**src/rtl/uart_tx_fifo_if.sv**
```systemverilog
// Handshake and status bundle between the reply source, the byte FIFO and uart_tx.
// The master side feeds bytes and transmitter busy; the slave side is the FIFO.
interface uart_tx_fifo_if #(
    parameter int DEPTH_LOG2 = 4
);
    logic [7:0]          in_data_i;
    logic                in_valid_i;
    logic                in_ready_o;
    logic [7:0]          tx_data_o;
    logic                tx_write_o;
    logic                tx_busy_i;
    logic [DEPTH_LOG2:0] count_o;
    logic                empty_o;
    logic                full_o;
    logic                overflow_o;
    logic                clear_overflow_i;

    modport master (
        output in_data_i,
        output in_valid_i,
        output tx_busy_i,
        output clear_overflow_i,
        input  in_ready_o,
        input  tx_data_o,
        input  tx_write_o,
        input  count_o,
        input  empty_o,
        input  full_o,
        input  overflow_o
    );

    modport slave (
        input  in_data_i,
        input  in_valid_i,
        input  tx_busy_i,
        input  clear_overflow_i,
        output in_ready_o,
        output tx_data_o,
        output tx_write_o,
        output count_o,
        output empty_o,
        output full_o,
        output overflow_o
    );
endinterface

```
**src/rtl/uart_tx_fifo.sv**
```systemverilog
// Byte FIFO that absorbs bursts of reply bytes and paces them into uart_tx,
// one write strobe per byte, using the transmitter's busy flag.
module uart_tx_fifo #(
    parameter int DEPTH_LOG2   = 4,
    parameter int GUARD_CYCLES = 1
) (
    input  logic           clock,
    input  logic           reset,
    uart_tx_fifo_if.slave  bus
);
    localparam int DEPTH = 1 << DEPTH_LOG2;
    localparam logic [DEPTH_LOG2:0]   DEPTH_COUNT = (DEPTH_LOG2 + 1)'(DEPTH);
    localparam logic [DEPTH_LOG2:0]   COUNT_STEP  = (DEPTH_LOG2 + 1)'(1);
    localparam logic [DEPTH_LOG2-1:0] PTR_STEP    = DEPTH_LOG2'(1);
    localparam logic [3:0]            GUARD_INIT  = 4'(GUARD_CYCLES);

    typedef enum logic [2:0] {
        IDLE,
        LOAD,
        STROBE,
        GUARD,
        DRAIN
    } state_t;

    logic [7:0]            mem [DEPTH];
    logic [DEPTH_LOG2-1:0] wptr;
    logic [DEPTH_LOG2-1:0] rptr;
    logic [DEPTH_LOG2:0]   count;
    logic [3:0]            guard_cnt;
    state_t                state;
    logic [7:0]            tx_data;
    logic                  tx_write;
    logic                  overflow;

    logic full;
    logic empty;
    logic push;
    logic drop;
    logic pop;

    // Full and empty come from the registered count, so a pop in the same
    // cycle never rescues a byte that arrives while full.
    assign full  = (count == DEPTH_COUNT);
    assign empty = (count == '0);
    assign push  = bus.in_valid_i && !full;
    assign drop  = bus.in_valid_i && full;
    assign pop   = (state == LOAD);

    assign bus.in_ready_o = !full;
    assign bus.empty_o    = empty;
    assign bus.full_o     = full;
    assign bus.count_o    = count;
    assign bus.tx_data_o  = tx_data;
    assign bus.tx_write_o = tx_write;
    assign bus.overflow_o = overflow;

    always_ff @(posedge clock) begin
        if (push) begin
            mem[wptr] <= bus.in_data_i;
        end
    end

    // The guard window masks tx_busy_i while uart_tx has not yet raised busy
    // in response to our strobe; only after it do we trust busy to pace us.
    always_ff @(posedge clock) begin
        if (!reset) begin
            state     <= IDLE;
            wptr      <= '0;
            rptr      <= '0;
            count     <= '0;
            guard_cnt <= '0;
            tx_data   <= 8'h00;
            tx_write  <= 1'b0;
            overflow  <= 1'b0;
        end else begin
            tx_write <= 1'b0;

            if (push) begin
                wptr <= wptr + PTR_STEP;
            end

            if (push && !pop) begin
                count <= count + COUNT_STEP;
            end else if (pop && !push) begin
                count <= count - COUNT_STEP;
            end

            if (drop) begin
                overflow <= 1'b1;
            end else if (bus.clear_overflow_i) begin
                overflow <= 1'b0;
            end

            case (state)
                IDLE: begin
                    if (!empty && !bus.tx_busy_i) begin
                        state <= LOAD;
                    end
                end
                LOAD: begin
                    tx_data  <= mem[rptr];
                    rptr     <= rptr + PTR_STEP;
                    tx_write <= 1'b1;
                    state    <= STROBE;
                end
                STROBE: begin
                    guard_cnt <= GUARD_INIT;
                    state     <= GUARD;
                end
                GUARD: begin
                    guard_cnt <= guard_cnt - 4'd1;
                    if (guard_cnt <= 4'd1) begin
                        state <= DRAIN;
                    end
                end
                DRAIN: begin
                    if (!bus.tx_busy_i) begin
                        state <= IDLE;
                    end
                end
                default: begin
                    state <= IDLE;
                end
            endcase
        end
    end
endmodule

```
**src/flat_wrapper.sv**
```systemverilog
// flat-port wrapper written by rule: the top's interface ports become plain ports
module uart_tx_fifo_flat 
#(
    parameter int DEPTH_LOG2   = 4,
    parameter int GUARD_CYCLES = 1
)
  (clock, reset, bus_in_data_i, bus_in_valid_i, bus_tx_busy_i, bus_clear_overflow_i, bus_in_ready_o, bus_tx_data_o, bus_tx_write_o, bus_count_o, bus_empty_o, bus_full_o, bus_overflow_o);
  uart_tx_fifo_if #(.DEPTH_LOG2(DEPTH_LOG2)) bus_i ();
  input  logic clock;
  input  logic reset;
  input wire logic [$bits(bus_i.in_data_i)-1:0] bus_in_data_i;
  input wire logic [$bits(bus_i.in_valid_i)-1:0] bus_in_valid_i;
  input wire logic [$bits(bus_i.tx_busy_i)-1:0] bus_tx_busy_i;
  input wire logic [$bits(bus_i.clear_overflow_i)-1:0] bus_clear_overflow_i;
  output wire logic [$bits(bus_i.in_ready_o)-1:0] bus_in_ready_o;
  output wire logic [$bits(bus_i.tx_data_o)-1:0] bus_tx_data_o;
  output wire logic [$bits(bus_i.tx_write_o)-1:0] bus_tx_write_o;
  output wire logic [$bits(bus_i.count_o)-1:0] bus_count_o;
  output wire logic [$bits(bus_i.empty_o)-1:0] bus_empty_o;
  output wire logic [$bits(bus_i.full_o)-1:0] bus_full_o;
  output wire logic [$bits(bus_i.overflow_o)-1:0] bus_overflow_o;
  assign bus_i.in_data_i = bus_in_data_i;
  assign bus_i.in_valid_i = bus_in_valid_i;
  assign bus_i.tx_busy_i = bus_tx_busy_i;
  assign bus_i.clear_overflow_i = bus_clear_overflow_i;
  assign bus_in_ready_o = bus_i.in_ready_o;
  assign bus_tx_data_o = bus_i.tx_data_o;
  assign bus_tx_write_o = bus_i.tx_write_o;
  assign bus_count_o = bus_i.count_o;
  assign bus_empty_o = bus_i.empty_o;
  assign bus_full_o = bus_i.full_o;
  assign bus_overflow_o = bus_i.overflow_o;
  uart_tx_fifo #(.DEPTH_LOG2(DEPTH_LOG2), .GUARD_CYCLES(GUARD_CYCLES)) u_core (.clock(clock), .reset(reset), .bus(bus_i));
endmodule
```
**config.mk**
```make
export PLATFORM = sky130hd
export DESIGN_NAME = uart_tx_fifo_flat
export DESIGN_NICKNAME = d
export VERILOG_FILES = /design/src/rtl/uart_tx_fifo_if.sv /design/src/rtl/uart_tx_fifo.sv /design/src/flat_wrapper.sv
export SDC_FILE = /design/constraint.sdc
export NUM_CORES = 1
export LEC_CHECK = 0
export ABC_AREA = 1
export CORE_MARGIN = 3
export CORE_UTILIZATION = 65
export DETAILED_ROUTE_END_ITERATION = 8
export PLACE_DENSITY = 0.85
export SLEW_MARGIN = 20
export SYNTH_ARGS = -nofsm -noshare
export SYNTH_HDL_FRONTEND = slang
export SYNTH_SLANG_ARGS = --single-unit
```
**constraint.sdc**
```tcl
create_clock -name clock -period 5.15 [get_ports clock]
set_clock_uncertainty 0.2 [all_clocks]
set_input_delay 1.2875 -clock clock [delete_from_list [all_inputs] [get_ports clock]]
set_output_delay 1.2875 -clock clock [all_outputs]
set_load 0.02 [all_outputs]
```
Yosys cells after proc, flatten, opt, wreduce, memory -nomap -nowiden
Memories as Yosys holds them, arrays and structs flattened. A register that Yosys moved wholly into a read port is not among the register bits.
Index checks and enable logic that the tools add are counted.
{"block": "word_totals", "reg_bits": 22, "latch_bits": 0, "ram_bits": 128, "rom_bits": 0, "out_inout_bits": 18, "elab_cells": 51, "memories": 1}
{"block": "classes", "n_addsub": 5, "n_mul": 0, "n_div": 0, "order_cmp": 1, "n_eq_ne": 8, "shift": 0, "muxes": 12, "bitwise": 0, "n_reduce_logical": 17}
{"name": "u_core.mem", "words": 16, "word_bits": 8, "read_ports": 1, "rd_ports_with_merged_regs": 1, "write_ports": 1, "line_no": "uart_tx_fifo.sv:25", "text": "logic [7:0] mem [DEPTH];"}
{"op": "3-bit one-hot mux with 5 select lines", "n": 1}
{"op": "5-bit 2-to-1 mux", "n": 2}
{"op": "3-bit 2-to-1 mux", "n": 3}
{"op": "4-bit by 1-bit adder with 4-bit output (second input constant)", "n": 2}
{"op": "4-bit one-hot mux with 2 select lines", "n": 1}
{"op": "3-bit by 2-bit equality test with 1-bit output (second input constant)", "n": 2}
{"op": "1-bit zero test", "n": 6}
{"op": "2-bit nonzero test", "n": 3}
{"op": "5-bit by 1-bit adder with 5-bit output (second input constant)", "n": 1}
{"op": "5-bit equality test (second input constant)", "n": 1}
{"op": "1-bit logical AND", "n": 5}
{"op": "5-bit zero test", "n": 1}
{"op": "1-bit 2-to-1 mux", "n": 5}
{"op": "5-bit by 1-bit subtractor with 5-bit output (second input constant)", "n": 1}
{"op": "4-bit by 1-bit less-or-equal comparator with 1-bit output (second input constant)", "n": 1}
{"op": "2-bit by 1-bit inequality test with 1-bit output (second input constant)", "n": 2}
{"op": "4-bit by 1-bit subtractor with 4-bit output (second input constant)", "n": 1}
{"op": "3-bit by 1-bit equality test with 1-bit output (second input constant)", "n": 1}
{"op": "3-bit equality test (second input constant)", "n": 1}
{"op": "3-bit zero test", "n": 1}
{"op": "3-bit AND reduction", "n": 1}
{"op": "2-bit inequality test (second input constant)", "n": 1}

Logic depth before layout (Yosys ltp)
Gate-level depths: netlist of run 1.
{"block": "depth", "ltp_word": 7, "ltp_mapped": 14}

Worst setup path after synthesis of run 1
Ideal clock, no wire load.
{"block": "synth_timing", "path_type": "input to register", "from": "in bus_in_valid_i", "to": "reg u_core.count[4], in the netlist u_core.bus.count_o[4]", "setup_time_ns": 0.072, "arrival_ns": 2.665, "setup_slack_ns": 2.213, "stages": 12, "n_path_buf": 0, "cell_sequence": "nand2_1 -> inv_2 -> ha_1 -> inv_1 -> fa_1 -> a21oi_1 -> nor2_1 -> nor2_1 -> nand2_1 -> nand2_1 -> nand2_1 -> a21oi_1"}
{"block": "synth_via", "elab_chain_len": 4, "word_cells_on_any_way": 6, "cone_classes": "mux (1); reduce/logical (5)"}
{"item": "start: declaration", "line_no": "flat_wrapper.sv:12", "text": "input wire logic [$bits(bus_i.in_valid_i)-1:0] bus_in_valid_i;"}
{"item": "1-bit logical AND (*)", "line_no": "uart_tx_fifo.sv:45", "text": "assign push = bus.in_valid_i && !full;"}
{"item": "via u_core.push", "line_no": "uart_tx_fifo.sv:37", "text": "logic push;"}
{"item": "1-bit zero test", "line_no": "uart_tx_fifo.sv:84", "text": "end else if (pop && !push) begin"}
{"item": "1-bit logical AND", "line_no": "uart_tx_fifo.sv:84"}
{"item": "2-bit nonzero test (no line)"}
{"item": "end signal: assignment", "line_no": "uart_tx_fifo.sv:83", "text": "count <= count + COUNT_STEP;"}
{"item": "end signal: assignment", "line_no": "uart_tx_fifo.sv:85", "text": "count <= count - COUNT_STEP;"}
{"item": "end: declaration", "line_no": "uart_tx_fifo.sv:28", "text": "logic [DEPTH_LOG2:0] count;"}
Mark *: on every way through the listed nets, which the timed path passes. The rest lies on a longest branch.
A chain may end at the register's enable or synchronous reset.

Final worst setup path of run 1
{"block": "layout_timing", "from": "reg u_core.count[2], in the netlist u_core.bus.count_o[2]", "to": "out bus_empty_o"}
{"block": "layout_via", "elab_chain_len": 1}
{"item": "5-bit zero test", "line_no": "uart_tx_fifo.sv:44", "text": "assign empty = (count == '0);"}
{"item": "end: declaration", "line_no": "flat_wrapper.sv:19", "text": "output wire logic [$bits(bus_i.empty_o)-1:0] bus_empty_o;"}
Every way passes these cells.

==> impl_metrics.csv, run 1 <==
group,metric,value,unit
global_routing,grt_usage,27.8,%
floorplanning,fp-row-count,37,
min_path,hold_start,"u_core.bus.overflow_o",
detailed_routing,drc,0,
placed_design,routabilityCongestion,0.944,
placed_design,portBuffers,30,
cells_and_area,antenna_cells,0,
clock_network,cts-resized-gates,0,
detailed_routing,drt_iter0_markers,476,
timing,fin_setup_tns,0,ns
floorplanning,ios,31,
synth,yosysSeqAreaShare,64.1,%
worst_setup_path,r2r_start,"u_core.bus.count_o[0]",
synth,synth_warnings,0,
synth,synth_commonest_cells,"nand2_1 (232), edfxtp_1 (128), inv_1 (94), nand3_1 (93), nor2_1 (32)",
global_routing,grt_start_max_net_pins,68,
cells_and_area,syn_to_final_growth,12.9,%
synth,synth.area.top_cells,"edfxtp_1 (55%), nand2_1 (13%), dfxtp_1 (8.7%)",
worst_setup_path,rr_worst_depth,14,
timing,setup_violations,0,
clock_network,post_cts_buffers,0,
detailed_routing,drt-wirelength-per-cell,18.0,µm
worst_setup_path,worstPathArrival,1.95,ns
worst_setup_path,setup.worst_path.start_class,"register",
min_path,hold-path-cell-count,2,
clock_network,clk_pin_slew,0.06,ns
detailed_routing,via_per_inst,5.75,
clock_network,htree_levels,4,
timing,grt_setup_unrepaired,"no",
floorplanning,initial_utilization,66.8,%
cells_and_area,finish.utilization,75.4,%
synth,synth_nets,732,
clock_network,clkLatencyLatePin,0.52,ns
cells_and_area,drive_gt1_share,5.13,%
cells_and_area,finish.instance_area,7820,µm²
global_routing,antenna_found_initial,0,
worst_setup_path,path_cells,"nor2_1, nand3_1, nor2_1, clkdlybuf4s50_1",
pwr,powerDensity,518,nW/µm²
detailed_routing,drt-total-wl,15.7,mm
worst_setup_path,worst_setup_path_end_kind,"output pin",
synth,synth_edf_count,128,
global_routing,grt_overflow_total,0,
timing,relSlewSlack,31.1,%
floorplanning,die-area,11900,µm²
pwr,power.total,0.00405,W
worst_setup_path,r2r_slack,2.49,ns
worst_setup_path,crit_slowest_cell,"clkdlybuf4s50_1",
global_routing,grt_pass1_vias,4714,
synth,dominantRegCellSynth,"edfxtp_1",
floorplanning,core,10400,µm²
run,max_cap_violations,0,
timing,finalMaxSlewViolations,0,
clock_network,clock_path_buffers,2,
worst_setup_path,cpMostUsedCell,"nor2_1",
clock_network,cts.sinks,158,
placed_design,place_hpwl,9.51,mm
floorplanning,die_h,109,µm
pwr,leakagePower,3.29,nW
clock_network,cts_tree,"done",
timing,min_period,3.44,ns
min_path,hp-class,"reg2reg",
global_routing,grt_pass1_wl,24.1,mm
synth,async_flop_share,0,%
worst_setup_path,path_max_fanout,4,
clock_network,cts_made_buffers,17,
synth,synth_top_area_cell,"edfxtp_1",
synth,syn-instance-count,707,
placed_design,place_area,7220,µm²
synth,synth_cell_types,26,
worst_setup_path,reg2reg_to,"u_core.bus.count_o[4]",
synth,netlist.area_leader.share,55.5,%
clock_network,hold_buffers,0,
floorplanning,die_x,109,µm
pwr,ir_worst_vdd,374,µV
timing,max_slew.worst_pin.slew,1.03,ns
timing,fmax,0.291,GHz
timing,hold_violations,0,
synth,synth.avg_cell_area,9.80,µm²
cells_and_area,fin_nets,753,
synth,synth_seq_cells,158,
worst_setup_path,path_class,"reg2out",
detailed_routing,drtAntennaViolNets,0,
synth,synth_area,6930,µm²
detailed_routing,vias,5039,
detailed_routing,dr.pass1.iters,6,
clock_network,root_buffer,"clkbuf_8",
cells_and_area,nFillCells,666,
timing,period_share,66.7,%
worst_setup_path,crit_required,3.66,ns
worst_setup_path,max_stage_delay,0.64,ns
outcome,status,"finished clean",
min_path,hold_path_end,"u_core.bus.overflow_o",
timing,fin_hold_ws,0.278,ns
synth,synth_most_common_cell,"nand2_1",
[power breakdown]
part	leakage [nW]	total [W]	internal, W	switching [W]
Clock	0.300	0.00126	0.000776	0.000481
Sequential	1.40	0.00166	0.00149	0.000167
Combinational	1.59	0.00114	0.000412	0.000725
Total	3.29	0.00405	0.00268	0.00137
[critical path: cells and delay by family (launching register included)]
| family | cells | cell delay (ns) |
|---|---|---|
| simple gates | 3 | 0.43 |
| buf+inv | 1 | 0.64 |
| flops | 1 | 0.34 |
[placed cells by master, fill, tap and decap left out, drive strengths merged]
| cell | n |
|---|---|
| nor2 | 32 |
| a21oi | 16 |
| nand2 | 232 |
| clkinv | 7 |
| nand3 | 94 |
| a31oi | 1 |
| o21bai | 1 |
| nand4 | 3 |
| bufinv | 3 |
| xor2 | 4 |
| o211ai | 2 |
| xnor2 | 1 |
| clkdlybuf4s50 | 30 |
| clkbuf | 22 |
| o21a | 8 |
| o21ai | 12 |
| a2bb2oi | 1 |
| dfxtp | 30 |
| ha | 11 |
| fa | 1 |
| edfxtp | 128 |
| inv | 102 |
[registers in the layout, indices dropped and copies added, names as in the netlist, 3 cells and up]
register,count
u_core.bus.count_o,5
u_core.state,3
u_core.rptr,4
u_core.bus.tx_data_o,8
u_core.wptr,4
u_core.mem,128
u_core.guard_cnt,4
[per-stage QoR]
step | setup WS [ns] | instances
6_report | 1.71 | 877
2_1_floorplan | 2.21 | 707
3_5_place_dp | 1.51 | 845
5_1_grt | 1.64 | 877
3_3_place_gp | 1.60 | 845
4_1_cts | 1.70 | 877
[cells by family (layout without fill, tap and decap cells)]
family                   after synthesis  after routing  share of synthesized area [%]
flip-flops                           158            158                           64.1
XOR/XNOR                               5              5                          0.632
adder cells (fa/ha/maj)               12             12                           2.27
AO/OA/AOI/OAI                         41             41                           3.43
AND/OR/NAND/NOR                      361            361                           21.4
buffers and inverters                130            164                           8.12
[cell type report]
| class | instances | area (µm²) | share of cell area, % |
|---|---|---|---|
| flip-flops and latches | 158 | 4450 | 56.9 |
| repair buffers | 30 | 300 | 3.84 |
| inverters | 102 | 383 | 4.89 |
| clock inverters | 10 | 133 | 1.70 |
| multi-input cells | 419 | 1920 | 24.6 |
| clock buffers | 22 | 463 | 5.92 |
| well taps | 136 | 170 | 2.18 |
[how the worst max path moves through the flow]
| stage | start | cells past startpoint | endpoint | slack (ns) |
|---|---|---|---|---|
| finish | u_core.bus.count_o[2] | 4 | bus_empty_o | 1.71 |
| global route | u_core.bus.count_o[2] | 4 | bus_empty_o | 1.64 |
| CTS | u_core.bus.count_o[2] | 4 | bus_empty_o | 1.70 |
| detailed placement | bus_in_valid_i | 13 | u_core.bus.count_o[4] | 1.51 |
| global placement | bus_in_valid_i | 13 | u_core.bus.count_o[4] | 1.60 |
| floorplan | bus_in_valid_i | 12 | u_core.bus.count_o[4] | 2.21 |
[routing by layer]
layer,vias up,track usage (%),routed length (µm)
met5,-,0,0
met4,0,11.9,485
met3,37,5.92,1270
met2,298,46.1,7800
met1,2364,35.5,6190
li1,2340,-,-
No activity file was read; power rests on OpenSTA's default activity.
==> run 2, diff against run 1 <==
--- a/config.mk
+++ b/config.mk
@@ -7,9 +7,9 @@
 export LEC_CHECK = 0
 export ABC_AREA = 1
 export CORE_MARGIN = 3
-export CORE_UTILIZATION = 65
+export CORE_UTILIZATION = 60
 export DETAILED_ROUTE_END_ITERATION = 8
-export PLACE_DENSITY = 0.85
+export PLACE_DENSITY = 0.79
 export SLEW_MARGIN = 20
 export SYNTH_ARGS = -nofsm -noshare
 export SYNTH_HDL_FRONTEND = slang
==> constraint.sdc (replaced) <==
create_clock -name clock -period 3.29 [get_ports clock]
set_clock_uncertainty 0.2 [all_clocks]
set_input_delay 0.8225 -clock clock [delete_from_list [all_inputs] [get_ports clock]]
set_output_delay 0.8225 -clock clock [all_outputs]
set_load 0.02 [all_outputs]
==> run 2 against run 1 <==
Net effect: first-iteration DRC count is 1.7% higher; critical path type unchanged; total power is 51% higher; final cell count is 2.6% higher; cell area is 0.99% higher; critical path depth stayed put.
==> impl_metrics.csv, run 2 (synthesis results as in run 1) <==
group,metric,value,unit
worst_setup_path,path_max_fanout,4,
worst_setup_path,crit_required,2.27,ns
cells_and_area,fin_nets,772,
clock_network,hold_buffers,0,
clock_network,cts.sinks,158,
global_routing,top_usage_layer,"met2",
timing,hold_violations,0,
pwr,intPower,0.00403,W
floorplanning,ios,31,
placed_design,place_hpwl,9.62,mm
worst_setup_path,worst_setup_path_end_kind,"output pin",
global_routing,grt_pass1_wl,25.1,mm
min_path,hp-class,"reg2reg",
detailed_routing,drc,0,
global_routing,use_met3,6.21,%
worst_setup_path,path_class,"reg2out",
run,max_cap_violations,0,
global_routing,antenna_found_initial,0,
pwr,ir_worst_vdd,669,µV
global_routing,use_met2,40.5,%
detailed_routing,drtAntennaViolNets,0,
cells_and_area,drive_gt1_share,6.71,%
worst_setup_path,crit_slowest_cell,"clkdlybuf4s50_1",
timing,relSlewSlack,45.6,%
pwr,seqPwrFrac,40.2,%
cells_and_area,finish.instance_area,7900,µm²
floorplanning,core,11100,µm²
placed_design,dpl_worst_slack,0.0563,ns
cells_and_area,syn_to_final_growth,14.0,%
cells_and_area,largest-register,"u_core.mem",
cells_and_area,fin_cells,900,
timing,min_period,2.84,ns
clock_network,htree_levels,4,
min_path,hold-path-cell-count,2,
placed_design,post-place-cells,868,
outcome,status,"finished clean",
clock_network,cts_made_buffers,17,
cells_and_area,final_cell_mix,"nand2_1 (232), edfxtp_1 (128), inv_1 (94)",
timing,grt_setup_unrepaired,"no",
worst_setup_path,rr_worst_depth,14,
pwr,p_sw,0.00210,W
worst_setup_path,setup.worst_path.start_class,"register",
clock_network,cts_tree,"done",
global_routing,grt_pass1_vias,5047,
clock_network,clkLatencyLatePin,0.42,ns
worst_setup_path,r2r_slack,0.63,ns
detailed_routing,via_per_inst,5.60,
clock_network,post_cts_buffers,0,
floorplanning,fp-row-count,38,
global_routing,grt_usage,25.5,%
global_routing,grt_start_max_net_pins,67,
worst_setup_path,cp.depth,4,
timing,fin_hold_ws,0.279,ns
pwr,comb_power_share,31.4,%
worst_setup_path,max_stage_delay,0.64,ns
clock_network,cts-resized-gates,0,
timing,fin_ws,0.453,ns
worst_setup_path,critPathTopFamily,"buffers and inverters",
timing,max_slew.worst_pin.slew,0.814,ns
pwr,p_sw_share,34.2,%
cells_and_area,largest_reg_flops,128,
pwr,powerDensity,776,nW/µm²
floorplanning,die_h,113,µm
pwr,leakagePower,3.36,nW
cells_and_area,antenna_cells,0,
placed_design,portBuffers,30,
worst_setup_path,path_cells,"nor2_1, nand3_1, nor2_1, clkdlybuf4s50_1",
clock_network,clock_path_buffers,2,
timing,finalMaxSlewViolations,0,
floorplanning,die_x,113,µm
detailed_routing,drt-wirelength-per-cell,17.0,µm
global_routing,met1_usage,33.1,%
placed_design,routabilityCongestion,0.830,
floorplanning,die-area,12900,µm²
clock_network,clk_pin_slew,0.06,ns
pwr,pwr-share-clk,28.4,%
cells_and_area,mostFrequentLayoutCell,"nand2_1",
timing,fmax,0.352,GHz
detailed_routing,drt-total-wl,15.3,mm
worst_setup_path,cpMostUsedCell,"nor2_1",
placed_design,place_area,7380,µm²
timing,period_share,86.2,%
detailed_routing,drt_iter0_markers,484,
clock_network,root_buffer,"clkbuf_16",
timing,setup_violations,0,
detailed_routing,vias,5044,
worst_setup_path,worstPathArrival,1.81,ns
floorplanning,initial_utilization,62.6,%
worst_setup_path,crit_buf_inv,1,
global_routing,grt_overflow_total,0,
detailed_routing,dr.pass1.iters,5,
timing,fin_setup_tns,0,ns
## run 2: changes by cell type in the layout (fill, tap and decap cells not counted)
cell / previous run / this run
dfxtp_4: 1 / 0
inv_4: 3 / 0
dfxtp_1: 28 / 29
clkinv_4: 1 / 0
clkinv_1: 3 / 5
clkbuf_1: 2 / 5
buf_12: 0 / 1
clkinv_2: 3 / 7
bufinv_16: 3 / 1
buf_4: 0 / 18
clkbuf_16: 16 / 17
clkbuf_8: 4 / 0
## run 2: layout make-up
type	instances	area [µm²]
inverters	102	383
flip-flops and latches	158	4450
repair buffers	49	455
clock buffers	22	444
fillers	797	3180
multi-input cells	419	1920
well taps	140	175
clock inverters	10	72.6
## run 2: through the flow
stage	power (W)	util, %
after global routing	0.00651	71.3
after global placement	0.00431	66.6
after floorplan	0.00385	-
after CTS	0.00615	71.3
after detailed placement	0.00441	66.6
final	0.00613	71.3
## run 2: per-layer routing
layer | share of wire, % | wire length (µm)
met1 | 39 | 5980
met2 | 48 | 7360
met5 | 0 | 0
met3 | 8.9 | 1370
met4 | 3.6 | 557
## run 2: worst paths after layout
kind,start,to
max,u_core.bus.count_o[2],bus_empty_o
max reg2reg,u_core.bus.count_o[0],u_core.bus.count_o[4]
min reg2reg,u_core.bus.overflow_o,u_core.bus.overflow_o
min,u_core.bus.overflow_o,u_core.bus.overflow_o
## run 2: worst reg2reg max path, stage by stage (launching register included)
cell and delay, ns:
dfxtp_1 0.42, inv_1 0.11, nand4_1 0.15, nand2_1 0.15, inv_2 0.14, ha_1 0.19, inv_1 0.11, fa_1 0.43
a21oi_1 0.16, nor2_1 0.08, nor2_1 0.14, nand2_1 0.08, nand2_1 0.07, nand2_1 0.05, a21oi_1 0.11
## run 2: power by group through the flow
stage,combinational (W),clock (W),sequential [W]
5_1_grt,0.00217,0.00186,0.00249
4_1_cts,0.00192,0.00176,0.00247
2_1_floorplan,0.00131,0,0.00255
3_3_place_gp,0.00182,0,0.00249
6_report,0.00192,0.00174,0.00247
3_5_place_dp,0.00191,0,0.00250
